## config.mk

```make
export PLATFORM = sky130hd
export DESIGN_NAME = dmem_arbiter
export DESIGN_NICKNAME = d
export VERILOG_FILES = /design/src/rtl/dmem_arb_pkg.sv /design/src/rtl/dmem_starve_ctr.sv /design/src/rtl/dmem_arbiter.sv
export SDC_FILE = /design/constraint.sdc
export NUM_CORES = 1
export LEC_CHECK = 0
export ABC_AREA = 1
export CAP_MARGIN = 15
export CORE_ASPECT_RATIO = 0.7
export CORE_MARGIN = 1.5
export CORE_UTILIZATION = 36
export DETAILED_ROUTE_END_ITERATION = 8
export GPL_TIMING_DRIVEN = 0
export PLACE_DENSITY_LB_ADDON = 0.15
export SETUP_SLACK_MARGIN = 0.02
export SYNTH_ARGS = -nofsm -noshare
export SYNTH_HDL_FRONTEND = slang
export SYNTH_SLANG_ARGS = --single-unit
```

## constraint.sdc

```tcl
create_clock -name clk -period 1.4 [get_ports clk]
set_input_delay 0.21 -clock clk [delete_from_list [all_inputs] [get_ports clk]]
set_output_delay 0.21 -clock clk [all_outputs]
set_load 0.05 [all_outputs]
```

## src/rtl/dmem_arb_pkg.sv

```systemverilog
// Shared constants for the data-memory arbiter: default widths, starvation
// limit, counter width and requester port indices.
`timescale 1ns/1ps

package dmem_arb_pkg;

    localparam int unsigned ADDR_W_DEF     = 32;
    localparam int unsigned DATA_W_DEF     = 32;
    localparam int unsigned DEPTH_DEF      = 256;
    localparam int unsigned STARVE_MAX_DEF = 4;
    localparam int unsigned STARVE_CNT_W   = 4;
    localparam int unsigned N_PORTS        = 2;

    // Requester indices into the grant vector
    localparam logic P_PIPE = 1'b0;
    localparam logic P_LOAD = 1'b1;

    // True when one more denied cycle brings the wait count up to the limit
    function automatic logic starve_hit(input logic [STARVE_CNT_W-1:0] cnt,
                                        input int unsigned            max_wait);
        return ((STARVE_CNT_W+1)'(cnt) + (STARVE_CNT_W+1)'(1)) == (STARVE_CNT_W+1)'(max_wait);
    endfunction

endpackage

```

## src/rtl/dmem_starve_ctr.sv

```systemverilog
// Saturating wait counter with a one-shot force flag. Counts consecutive
// cycles in which a requester is denied and raises force_gnt once the count
// reaches STARVE_MAX, so the owner of the shared resource can override
// priority for one grant.
`timescale 1ns/1ps

module dmem_starve_ctr
    import dmem_arb_pkg::*;
#(
    parameter int unsigned STARVE_MAX = STARVE_MAX_DEF
) (
    input  logic clk,
    input  logic rst,
    input  logic req,
    input  logic gnt,
    output logic force_gnt
);

    logic [STARVE_CNT_W-1:0] cnt;
    logic [STARVE_CNT_W-1:0] cnt_nxt;
    logic                    force_nxt;

    // Count only while waiting; a grant or a dropped request clears both
    always_comb begin
        cnt_nxt   = '0;
        force_nxt = 1'b0;
        if (req && !gnt) begin
            cnt_nxt   = (cnt == '1) ? cnt : cnt + STARVE_CNT_W'(1);
            force_nxt = starve_hit(cnt, STARVE_MAX);
        end
    end

    // Counter and force flag registers
    always_ff @(posedge clk) begin
        if (rst) begin
            cnt       <= '0;
            force_gnt <= 1'b0;
        end else begin
            cnt       <= cnt_nxt;
            force_gnt <= force_nxt;
        end
    end

endmodule

```

## src/rtl/dmem_arbiter.sv

```systemverilog
// Two-port arbiter in front of the 256-word data memory. Port 0 (pipeline)
// has fixed priority; port 1 (loader/debug) is guaranteed a grant after
// STARVE_MAX consecutive denied cycles. Read data is registered back to the
// port that owned the access.
// Optional build macro DMEM_ARB_BOUNDS_CHK_EN: accesses with address bits
// above the memory index are suppressed and flagged on pN_err.
`timescale 1ns/1ps

module dmem_arbiter
    import dmem_arb_pkg::*;
#(
    parameter int unsigned ADDR_W     = ADDR_W_DEF,
    parameter int unsigned DATA_W     = DATA_W_DEF,
    parameter int unsigned DEPTH      = DEPTH_DEF,
    parameter int unsigned STARVE_MAX = STARVE_MAX_DEF
) (
    input  logic              clk,
    input  logic              rst,
    input  logic              p0_req,
    input  logic              p0_we,
    input  logic [ADDR_W-1:0] p0_addr,
    input  logic [DATA_W-1:0] p0_wdata,
    output logic              p0_gnt,
    output logic              p0_stall,
    output logic              p0_rvalid,
    output logic [DATA_W-1:0] p0_rdata,
    input  logic              p1_req,
    input  logic              p1_we,
    input  logic [ADDR_W-1:0] p1_addr,
    input  logic [DATA_W-1:0] p1_wdata,
    output logic              p1_gnt,
    output logic              p1_rvalid,
    output logic [DATA_W-1:0] p1_rdata,
`ifdef DMEM_ARB_BOUNDS_CHK_EN
    output logic              p0_err,
    output logic              p1_err,
`endif
    output logic              mem_read,
    output logic              mem_write,
    output logic [ADDR_W-1:0] mem_addr,
    output logic [DATA_W-1:0] mem_wdata,
    input  logic [DATA_W-1:0] mem_rdata
);

    localparam int unsigned IDX_W = $clog2(DEPTH);

    // Reject configurations the counter or index split cannot represent
    if (STARVE_MAX < 1 || STARVE_MAX > 15 || (1 << IDX_W) != DEPTH) begin : g_cfg_err
        $error("dmem_arbiter: unsupported DEPTH or STARVE_MAX");
    end

    logic [N_PORTS-1:0] gnt;
    logic               force_p1;
    logic               any_gnt;
    logic               bad_addr;
    logic               sel_we;
    logic [ADDR_W-1:0]  sel_addr;
    logic [DATA_W-1:0]  sel_wdata;

    dmem_starve_ctr #(
        .STARVE_MAX (STARVE_MAX)
    ) u_starve (
        .clk       (clk),
        .rst       (rst),
        .req       (p1_req),
        .gnt       (gnt[P_LOAD]),
        .force_gnt (force_p1)
    );

    // Fixed priority with a starvation override; nothing is granted in reset
    always_comb begin
        gnt = '0;
        if (!rst) begin
            if (force_p1 && p1_req) begin
                gnt[P_LOAD] = 1'b1;
            end else if (p0_req) begin
                gnt[P_PIPE] = 1'b1;
            end else if (p1_req) begin
                gnt[P_LOAD] = 1'b1;
            end
        end
    end

    assign p0_gnt   = gnt[P_PIPE];
    assign p1_gnt   = gnt[P_LOAD];
    assign p0_stall = p0_req & ~gnt[P_PIPE];
    assign any_gnt  = |gnt;

    // Route the granted port's request onto the memory pins
    always_comb begin
        sel_we    = 1'b0;
        sel_addr  = '0;
        sel_wdata = '0;
        if (gnt[P_PIPE]) begin
            sel_we    = p0_we;
            sel_addr  = p0_addr;
            sel_wdata = p0_wdata;
        end else if (gnt[P_LOAD]) begin
            sel_we    = p1_we;
            sel_addr  = p1_addr;
            sel_wdata = p1_wdata;
        end
    end

`ifdef DMEM_ARB_BOUNDS_CHK_EN
    assign bad_addr = any_gnt & (|sel_addr[ADDR_W-1:IDX_W]);
`else
    assign bad_addr = 1'b0;
`endif

    assign mem_read  = any_gnt & ~sel_we & ~bad_addr;
    assign mem_write = any_gnt &  sel_we & ~bad_addr;
    assign mem_addr  = sel_addr;
    assign mem_wdata = sel_wdata;

    // Return read data (or a zeroed error response) to the owning port
    always_ff @(posedge clk) begin
        if (rst) begin
            p0_rvalid <= 1'b0;
            p0_rdata  <= '0;
            p1_rvalid <= 1'b0;
            p1_rdata  <= '0;
        end else begin
            p0_rvalid <= gnt[P_PIPE] & ~p0_we;
            p1_rvalid <= gnt[P_LOAD] & ~p1_we;
            if (gnt[P_PIPE] && !p0_we) begin
                p0_rdata <= bad_addr ? '0 : mem_rdata;
            end
            if (gnt[P_LOAD] && !p1_we) begin
                p1_rdata <= bad_addr ? '0 : mem_rdata;
            end
        end
    end

`ifdef DMEM_ARB_BOUNDS_CHK_EN
    // One-cycle error pulse for an out-of-range granted access
    always_ff @(posedge clk) begin
        if (rst) begin
            p0_err <= 1'b0;
            p1_err <= 1'b0;
        end else begin
            p0_err <= gnt[P_PIPE] & bad_addr;
            p1_err <= gnt[P_LOAD] & bad_addr;
        end
    end
`endif

endmodule

```

==> Word level (Yosys, flattened, before mapping) <==
Index checks and enable logic that the tools add are counted.
{ "totals": {"ff_bits": 71, "input_bits": 166, "out_inout_bits": 135, "word_cells": 41} }
{ "op_classes": {"addsub": 2, "n_eq_ne": 2, "n_mux": 12, "n_bitwise": 10, "n_reduce_logical": 9} }
{ "ops": {"columns": ["cell", "count"], "rows": [
  ["2-to-1 mux 32 bit", 4],
  ["2-to-1 mux 1 bit", 7],
  ["adder 4 x 1 -> 5 bit (second input constant)", 1],
  ["bitwise AND 1 bit", 5],
  ["== test 5 x 3 -> 1 bit (second input constant)", 1],
  ["inverter 1 bit", 5],
  ["adder 4 x 1 -> 4 bit (second input constant)", 1],
  ["== test 4 bit (second input constant)", 1],
  ["logical AND 1 bit", 4],
  ["OR reduction 2 bit", 2],
  ["zero test 1 bit", 3],
  ["2-to-1 mux 2 bit", 1]
]} }

==> Longest topological paths before layout <==
Gate-level depths: netlist of the first run.
{ "depth": {"depth_word": 8, "depth_mapped": 8} }

==> Cells and area by module <==
A second synthesis of the first run with hierarchy kept.
{ "unflattened": {"hier_cells": 672, "area_unflattened_um2": 3926.3} }
{ "by_module_without_submodules": {"columns": ["mod", "instances", "cells_per_inst", "area_per_inst_um2", "seq_area_each_um2"], "rows": [
  ["dmem_arbiter", 1, 638, 3674.8, 1321.3],
  ["dmem_starve_ctr", 1, 34, 251.5, 100.1]
]} }

==> Worst setup path after synthesis of the first run <==
No wires, ideal clock.
{ "synth_timing": {"kind": "register to output", "startpoint": "register u_starve.force_gnt", "endpoint": "output port mem_write", "arrival_time_ns": 1.719, "t_required_ns": 1.190, "setup_slack_ns": -0.529, "path_stages_with_launch": 5, "cell_sequence": "dfxtp_1 -> inv_1 -> nand2_1 -> nand2_1 -> o21ai_0"} }
{ "synth_via": {"elab_chain_len": 6, "elab_cells_between_ends": 8} }
{ "synth_lines": {"columns": ["item", "line", "rtl"], "rows": [
  ["start, declared", "dmem_starve_ctr.sv:16", "output logic force_gnt"],
  ["start signal, assigned", "dmem_starve_ctr.sv:40", "force_gnt <= force_nxt;"],
  ["logical AND 1 bit (*)", "dmem_arbiter.sv:74", "if (force_p1 && p1_req) begin"],
  ["2-to-1 mux 1 bit", "dmem_arbiter.sv:74", null],
  ["2-to-1 mux 2 bit (*)", "dmem_arbiter.sv:73", "if (!rst) begin"],
  ["2-to-1 mux 1 bit", "dmem_arbiter.sv:98", "end else if (gnt[P_LOAD]) begin"],
  ["2-to-1 mux 1 bit", "dmem_arbiter.sv:94", "if (gnt[P_PIPE]) begin"],
  ["bitwise AND 1 bit (*)", "dmem_arbiter.sv:112", "assign mem_write = any_gnt & sel_we & ~bad_addr;"],
  ["end, declared", "dmem_arbiter.sv:39", "output logic mem_write,"]
]} }
Every way passes the cells marked *; elsewhere a longest branch is shown, timed or not.

==> Final worst setup path of the first run <==
{ "layout_timing": {"startpoint": "register u_starve.force_gnt", "endpoint": "output port mem_addr[2]"} }
{ "layout_via": {"elab_chain_len": 5, "elab_cells_between_ends": 6} }
{ "layout_lines": {"columns": ["item", "line", "rtl"], "rows": [
  ["logical AND 1 bit (*)", "dmem_arbiter.sv:74", null],
  ["2-to-1 mux 1 bit", "dmem_arbiter.sv:74", null],
  ["2-to-1 mux 2 bit (*)", "dmem_arbiter.sv:73", null],
  ["2-to-1 mux 32 bit", "dmem_arbiter.sv:98", null],
  ["2-to-1 mux 32 bit (*)", "dmem_arbiter.sv:94", null],
  ["end, declared", "dmem_arbiter.sv:40", "output logic [ADDR_W-1:0] mem_addr,"]
]} }
Marks and branches as above.

==> results of run 1 <==
## power groups by stage
stage	Combinational, uW	Clock [uW]	Sequential [uW]
4_1_cts	2540	2210	2150
2_1_floorplan	1020	0	2480
3_5_place_dp	2310	0	2200
6_report	2710	2190	2150
3_3_place_gp	2300	0	2190
5_1_grt	2850	2310	2160
## layout make-up
type,count,area share [%]
sequential,71,15.3
inverter,172,7.09
multi-input combinational,481,29.4
timing repair buffer,329,38.4
antenna,3,0.0810
clock buffer,11,2.51
buffer,44,4.47
clock inverter,4,0.513
tap,157,2.12
## worst reg2reg max path, stage by stage (launching register included)
cell and delay [ns]:
dfxtp_2 0.35, nand2_4 0.06, buf_4 0.17, nand3_4 0.09, buf_6 0.19, buf_6 0.17
nand2_1 0.07, inv_1 0.07, nor2_1 0.04
## registers in the layout, indices dropped and copies added, names as in the netlist
register	cells
u_starve.force_gnt	1
p0_rdata	32
p1_rvalid	1
u_starve.cnt	4
p1_rdata	32
p0_rvalid	1
## stage by stage
stage,cell area [sq um],cells
floorplan,4690,769
finish,9270,1272
CTS,8910,1260
detailed placement,7890,1226
global placement,7890,1226
global route,9270,1272
## final timing paths
check | end
worst max register to register | p0_rdata[12]
worst min register to register | p0_rdata[28]
worst max-delay path | mem_addr[2]
worst min-delay path | u_starve.cnt[1]
## cell families after synthesis
family | Yosys count | share of synthesized area (%)
AO/OA/AOI/OAI | 4 | 0.462
flip-flops | 71 | 32.8
XOR/XNOR | 1 | 0.202
adder cells (fa/ha/maj) | 2 | 0.577
buffers and inverters | 217 | 20.2
AND/OR/NAND/NOR | 474 | 45.7
## layout by cell type (no fill, tap or decap), drive strengths merged
cell type	netlist	final
clkinvlp	0	1
nand2	330	330
ha	2	2
nor2	72	72
diode	0	3
bufinv	0	1
nand4	65	65
xor2	1	1
inv	170	171
clkdlybuf4s15	0	38
o21ai	2	2
a21oi	2	2
clkinv	2	3
buf	33	125
clkbuf	12	59
dfxtp	71	71
clkdlybuf4s50	0	162
nand3	6	6
and2	1	1
## timing repair
| action | 4_1_cts | 5_1_grt |
|---|---|---|
| setup endpoints to repair | 193 | 159 |
| setup buffers | 15 | 6 |
| resized for setup | 785 | 142 |
| cloned | 5 | 7 |
| pin swaps | 7 | 20 |
## per-layer routing
metal | part of all wire, % | global-route usage [%] | wire (microns) | vias to the layer above
li1 | - | - | - | 2935
met1 | 41 | 35.6 | 8620 | 2716
met2 | 48 | 51.5 | 10100 | 279
met3 | 7.6 | 8.91 | 1600 | 52
met4 | 3.2 | 10.8 | 663 | 0
met5 | 0 | 0 | 0 | -
==> results.md, run 1 <==
- Clock network power share: a little under a third
- RSZ-0062 raised after global routing: yes
- Total power: approximately 7100 uW
- Top-count cell post-synth: nand2_1
- Seq/Total Area, Yosys: 32.8%
- Crit path depth: 8
- Number of remaining DRC errors: 0
- Synth unique cells: 22
- Area Growth Syn to Fin: 114%
- Slowest stage delay, CP: between 0.3 and 0.4 ns
- Internal: 4640 uW
- Root buffer cell: clkbuf_16
- Largest net degree at the start of global routing: 16
- Chip width: between 100 and 150 microns
- Final TNS setup: -25.17 ns
- Sink Count: 71
- FFs w/ async S/R, synth: 0%
- H-tree levels: 3
- CP dominant cell by count: nand2_4
- Die Y: ~95 microns
- Count of input and output buffers: 300
- Critical Path AT: between 1.5 and 2 ns
- Required @ worst endpoint: between 1 and 1.5 ns
- HPWL Detailed: roughly 14,000 microns
- CP Launch Point: u_starve.force_gnt
- Share of cells above drive strength 1: 31.8%
- GRT Overall Usage: roughly 30%
- Syn_nets: roughly 940
- Post-synth top area share: between 30% and 40%
- Static Leakage: 0.00466 uW
- Reg-to-reg slack, setup: ~0.08 ns
- VDD IR-drop max: ~570 uV
- Max-Cap Viols: 0
- Final Slew Violations: 0
- Setup violators final: between 60 and 70
- CTS tree: built
- Wirelength per Cell: around 16 microns
- Number of global-route vias before repair: approximately 5,600
- Final Hold Vio Count: 0
- Fmax: 0.540 GHz
- TritonRoute pass-1 iters: 4
- Synth area leader: dfxtp_1
- Main synth FF type: dfxtp_1
- Top Ports: ~300
- Initial DRC count: ~410
- CTS Buf Count: 9
- Die footprint: 12,700 sq um
- Worst hold start: p1_req
- RR Startpoint: u_starve.force_gnt
- Period utilization: 132%
- Status: finished with violations
- Max Fanout on Critical Path: 8
- Worst-margin pin slew: 0.558 ns
- Number of synthesized flops with an enable pin: 0
- Clock Latency Late Sink: ~0.33 ns
- Avg Cell Area, Syn: about 5.6 sq um
- FILL cells: a little over 800
- Skew final: 0.00834 ns
- Failing checks: setup timing
- Reg area: 1420 sq um
- First-pass GRT wire length: 29,100 microns
- Core area: roughly 12,000 sq um
- Yosys warnings: 0
- Placement Setup Slack: -1.45 ns
- Bufs on Longest Clock Path: 2
- Max-slew headroom: a little over three fifths
- HP Class: in2reg
- CP max-delay cell: dfxtp_2
- Yosys reg bits: 71
- Reg power frac: about 30%
- Total number of vias: approximately 6,000
- Gpl congestion: 0.864
- Post-layout util: between 70% and 80%
- Initial antenna violation count: 3
- Starting Density: between 30% and 40%
- Multi-input logic area: 2730 sq um
- GR Overflow Total: 0
- Reg2reg path depth: 8
- Worst setup margin: -0.451 ns
- Routed Antenna Nets: 0
- Vias/cell: roughly 4.7
- Largest cells by area after synthesis: dfxtp_1, nand2_1, inv_1
- # rows: 33
- Power per Cell Area: 762 nW/um^2
- WS Path Type: reg2out
- Logic pwr share: 38.4%
- Nets: 1,276
- Post-Syn Area: around 4300 sq um
- Critical Path End Type: output port
- Tmin final: 1.85 ns
- WL final: 21,000 microns
- Post-Syn Instances: about 770
- Switching power: about 2400 uW
- Cts hold-fix bufs: 0
- CTS clk-pin slew, worst paths: 0.06 ns
- Switching share of total power: 34.3%
- Hold depth: 5
- Leading post-synthesis cells by instance count: nand2_1, inv_1, dfxtp_1, nor2_1, nand4_1
- Kind of cell adding the most delay to the critical path: buffers and inverters
- CP cell instances: nand2_4, nand2_4, nor2_4, buf_12, clkbuf_16, nand2_2, nand2_4, buf_8
- Crit path buf inv count: 3
- WHS: just over 0.3 ns
- Startpoint Class: register
Power figures use the tool's default switching activity.
==> inputs of run 2 (changes only) <==
Settings changed: CORE_UTILIZATION 36 to 34, PLACE_DENSITY from default to 0.81, PLACE_DENSITY_LB_ADDON 0.15 to default, SYNTH_HIERARCHICAL from default to 1.
==> run 2 against run 1 <==
Compared with the run above: the flow still finishes with violations (setup timing); sequential power is essentially flat; register-to-register slack gained 0.03 ns; non-clock buffer count shrank 19; global-route usage grew 0.67 points; synthesized area shrank 9.4%; fmax grew 2.6%; sequential share of layout area grew 0.97 points; count of clock-buffer cells in the layout grew 2; cell count shrank 8.8%; routed wire length shrank 5.9%.
==> results.md, run 2 <==
- Chip width: 131 microns (-2.0%)
- CP dominant cell by count: nand2_4
- Area Growth Syn to Fin: 122%
- Routed Antenna Nets: 0 (unchanged)
- Bufs on Longest Clock Path: 2 (unchanged)
- HP Class: in2reg
- Synth unique cells: 19 (-14%)
- Initial antenna violation count: 3 (unchanged)
- Status: finished with violations
- Most frequent cells in the layout: nand2_1, clkdlybuf4s50_1, inv_1, dfxtp_1, nand2_2
- Static Leakage: 0.00469 uW (+0.80%)
- Critical Path AT: 1.59 ns (-0.05 ns)
- Avg Cell Area, Syn: 5.84 sq um (+3.7%)
- Nets: 1,167 (-8.5%)
- FFs w/ async S/R, synth: 0% (unchanged)
- Seq/Total Area, Yosys: 36.2% (+3.4 points)
- Largest cells by area after synthesis: dfxtp_1, nand2_1, inv_1
- Main synth FF type: dfxtp_1
- Final Slew Violations: 0 (unchanged)
- Post-Syn Instances: 672 (-13%)
- Sink Count: 71 (unchanged)
- Gpl congestion: 0.879 (+1.8%)
- Number of global-route vias before repair: 5,249 (-6.0%)
- Tmin final: 1.80 ns (-0.0470 ns)
- Wirelength per Cell: 17.0 microns (+3.2%)
- Top Ports: 301 (unchanged)
- CP max-delay cell: dfxtp_2
- Total power: 7170 uW (+1.5%)
- Failing checks: setup timing
- CP cell instances: nand2_4, nand2_4, nor2_4, buf_8, buf_12, buf_8, nand2_2, nand2_4, buf_12
- Leading post-synthesis cells by instance count: nand2_1, inv_1, dfxtp_1, nor2_1, nand3_1
- Most common cell after layout, fill and taps aside: nand2_1
- TritonRoute pass-1 iters: 5 (+1)
- VDD IR-drop max: 813 uV (+42%)
- CTS Buf Count: 9 (unchanged)
- Setup violators final: 69 (unchanged)
- Worst setup margin: -0.404 ns (+0.0470 ns)
- WL final: 19,700 microns (-5.9%)
- Synth area leader: dfxtp_1
- Core area: 11,100 sq um (-5.1%)
- Kind of cell adding the most delay to the critical path: buffers and inverters
- Period utilization: 129% (-3.4 points)
- Fmax: 0.554 GHz (+2.6%)
- Critical Path End Type: output port
- H-tree levels: 3 (unchanged)
- Die footprint: 12,200 sq um (-4.0%)
- GR Overflow Total: 0 (unchanged)
- Initial DRC count: 270 (-35%)
- Starting Density: 35.3% (-1.7 points)
- Crit path buf inv count: 4 (+1)
- Yosys warnings: 6 (+6)
- Skew final: 0.00490 ns (-0.00344 ns)
- Number of remaining DRC errors: 0 (unchanged)
- # rows: 32 (-3.0%)
- CTS tree: built
- Share of cells above drive strength 1: 29.1% (-2.8 points)
- RSZ-0062 raised after global routing: yes
- Worst-margin pin slew: 0.559 ns (+0.000409 ns)
- WHS: 0.325 ns (+0.0221 ns)
- Final TNS setup: -24.34 ns (+0.833 ns)
- Vias/cell: 4.64 (-1.3%)
- Biggest regs: p0_rdata: 32 flops, p1_rdata: 32 flops, u_starve/cnt: 4 flops
- Max-Cap Viols: 0 (unchanged)
- Placement Setup Slack: -1.43 ns (+0.0238 ns)
- HPWL Detailed: 13,900 microns (-2.3%)
- WS Path Type: reg2out
- Clock Latency Late Sink: 0.34 ns (about the same)
- Post-Layout Cell Count: 1,160 (-8.8%)
- Yosys reg bits: 71 (unchanged)
- Number of synthesized flops with an enable pin: 0 (unchanged)
- Syn_nets: 840 (-10%)
- Slowest stage delay, CP: 0.33 ns (about the same)
- Largest net degree at the start of global routing: 12 (-4)
- Count of input and output buffers: 300 (unchanged)
- Final Hold Vio Count: 0 (unchanged)
- Total number of vias: 5,384 (-10%)
- GRT Overall Usage: 30.6% (+0.67 points)
- CTS clk-pin slew, worst paths: 0.05 ns (about the same)
- Required @ worst endpoint: 1.19 ns (about the same)
- Max-slew headroom: 62.7% (about the same)
- Root buffer cell: clkbuf_16
- Power per Cell Area: 822 nW/um^2 (+8.0%)
- Post-Syn Area: 3930 sq um (-9.4%)
- Startpoint Class: register
- First-pass GRT wire length: 28,500 microns (-2.2%)
- Max Fanout on Critical Path: 6 (-2)
- Top-count cell post-synth: nand2_1
- Post-synth top area share: 36.2% (+3.4 points)
- Die Y: 92.9 microns (-2.0%)
- Placed cell count: 1,125 (-8.2%)
run 2: cell count changes in the layout (fill, tap and decap cells not counted), moves of 7 or more:
cell / delta
nand2_2: +14
buf_4: -8
nor2_1: -29
nand3_1: +32
clkbuf_2: -30
nand4_1: -32
nand2_1: +16
buf_8: -7
inv_1: -63
nand2_4: -26
dlymetal6s2s_1: +30
run 2: worst paths after layout:
check | startpoint | end | slack, ns | depth (start not counted)
worst max-delay path | u_starve/force_gnt | mem_wdata[27] | -0.40 | 9
worst min-delay path | rst | u_starve/cnt[3] | 0.32 | 4
worst max register to register | u_starve/force_gnt | u_starve/force_gnt | 0.11 | 8
worst min register to register | p1_rdata[21] | p1_rdata[21] | 0.46 | 2
run 2: worst min-delay path, cell delays in order:
cell and delay [ns]:
clkbuf_2 0.23, nor3_4 0.08, nand2_1 0.06, inv_1 0.03
run 2: cells by family after synthesis:
| kind of cell | after synthesis | synth area share [%] |
|---|---|---|
| simple gates | 448 | 47.0 |
| buf+inv | 148 | 15.7 |
| flops | 71 | 36.2 |
| compound gates | 3 | 0.382 |
| fa+ha+maj | 2 | 0.637 |
run 2: final cells by class:
type,instances,area [sq um]
tap,153,191
multi-input combinational,453,2410
sequential,71,1420
inverter,110,417
fill,771,2410
clock inverter,3,65.1
buffer,37,329
antenna,3,7.51
timing repair buffer,317,3610
clock buffer,13,260
run 2: report_power, final:
part	internal, uW	leakage (uW)	switching, uW
registers	2110	0.000580	47.7
clock network	1650	0.000160	828
logic	1110	0.00395	1420
run 2: metrics by stage:
step	util [%]	cell area [sq um]
3_3_place_gp	66.7	7430
2_1_floorplan	-	4230
5_1_grt	78.3	8720
6_report	78.3	8720
3_5_place_dp	66.7	7430
4_1_cts	76.1	8470
run 2: per-layer routing:
metal / vias to the layer above / global-route usage (%) / part of all wire (%)
li1: 2662 / - / -
met1: 2449 / 34.4 / 40
met2: 225 / 55.7 / 50
met3: 48 / 9.41 / 7.2
met4: 0 / 9.44 / 3.4
met5: - / 0 / 0
run 2: repair_timing:
| item | in CTS | in global routing |
|---|---|---|
| setup endpoints to repair | 199 | 117 |
| hold buffers | 0 | 0 |
| buffers inserted | 10 | 2 |
| cloned | 4 | 2 |
| pin swaps | 6 | 6 |
| resized for setup | 723 | 80 |
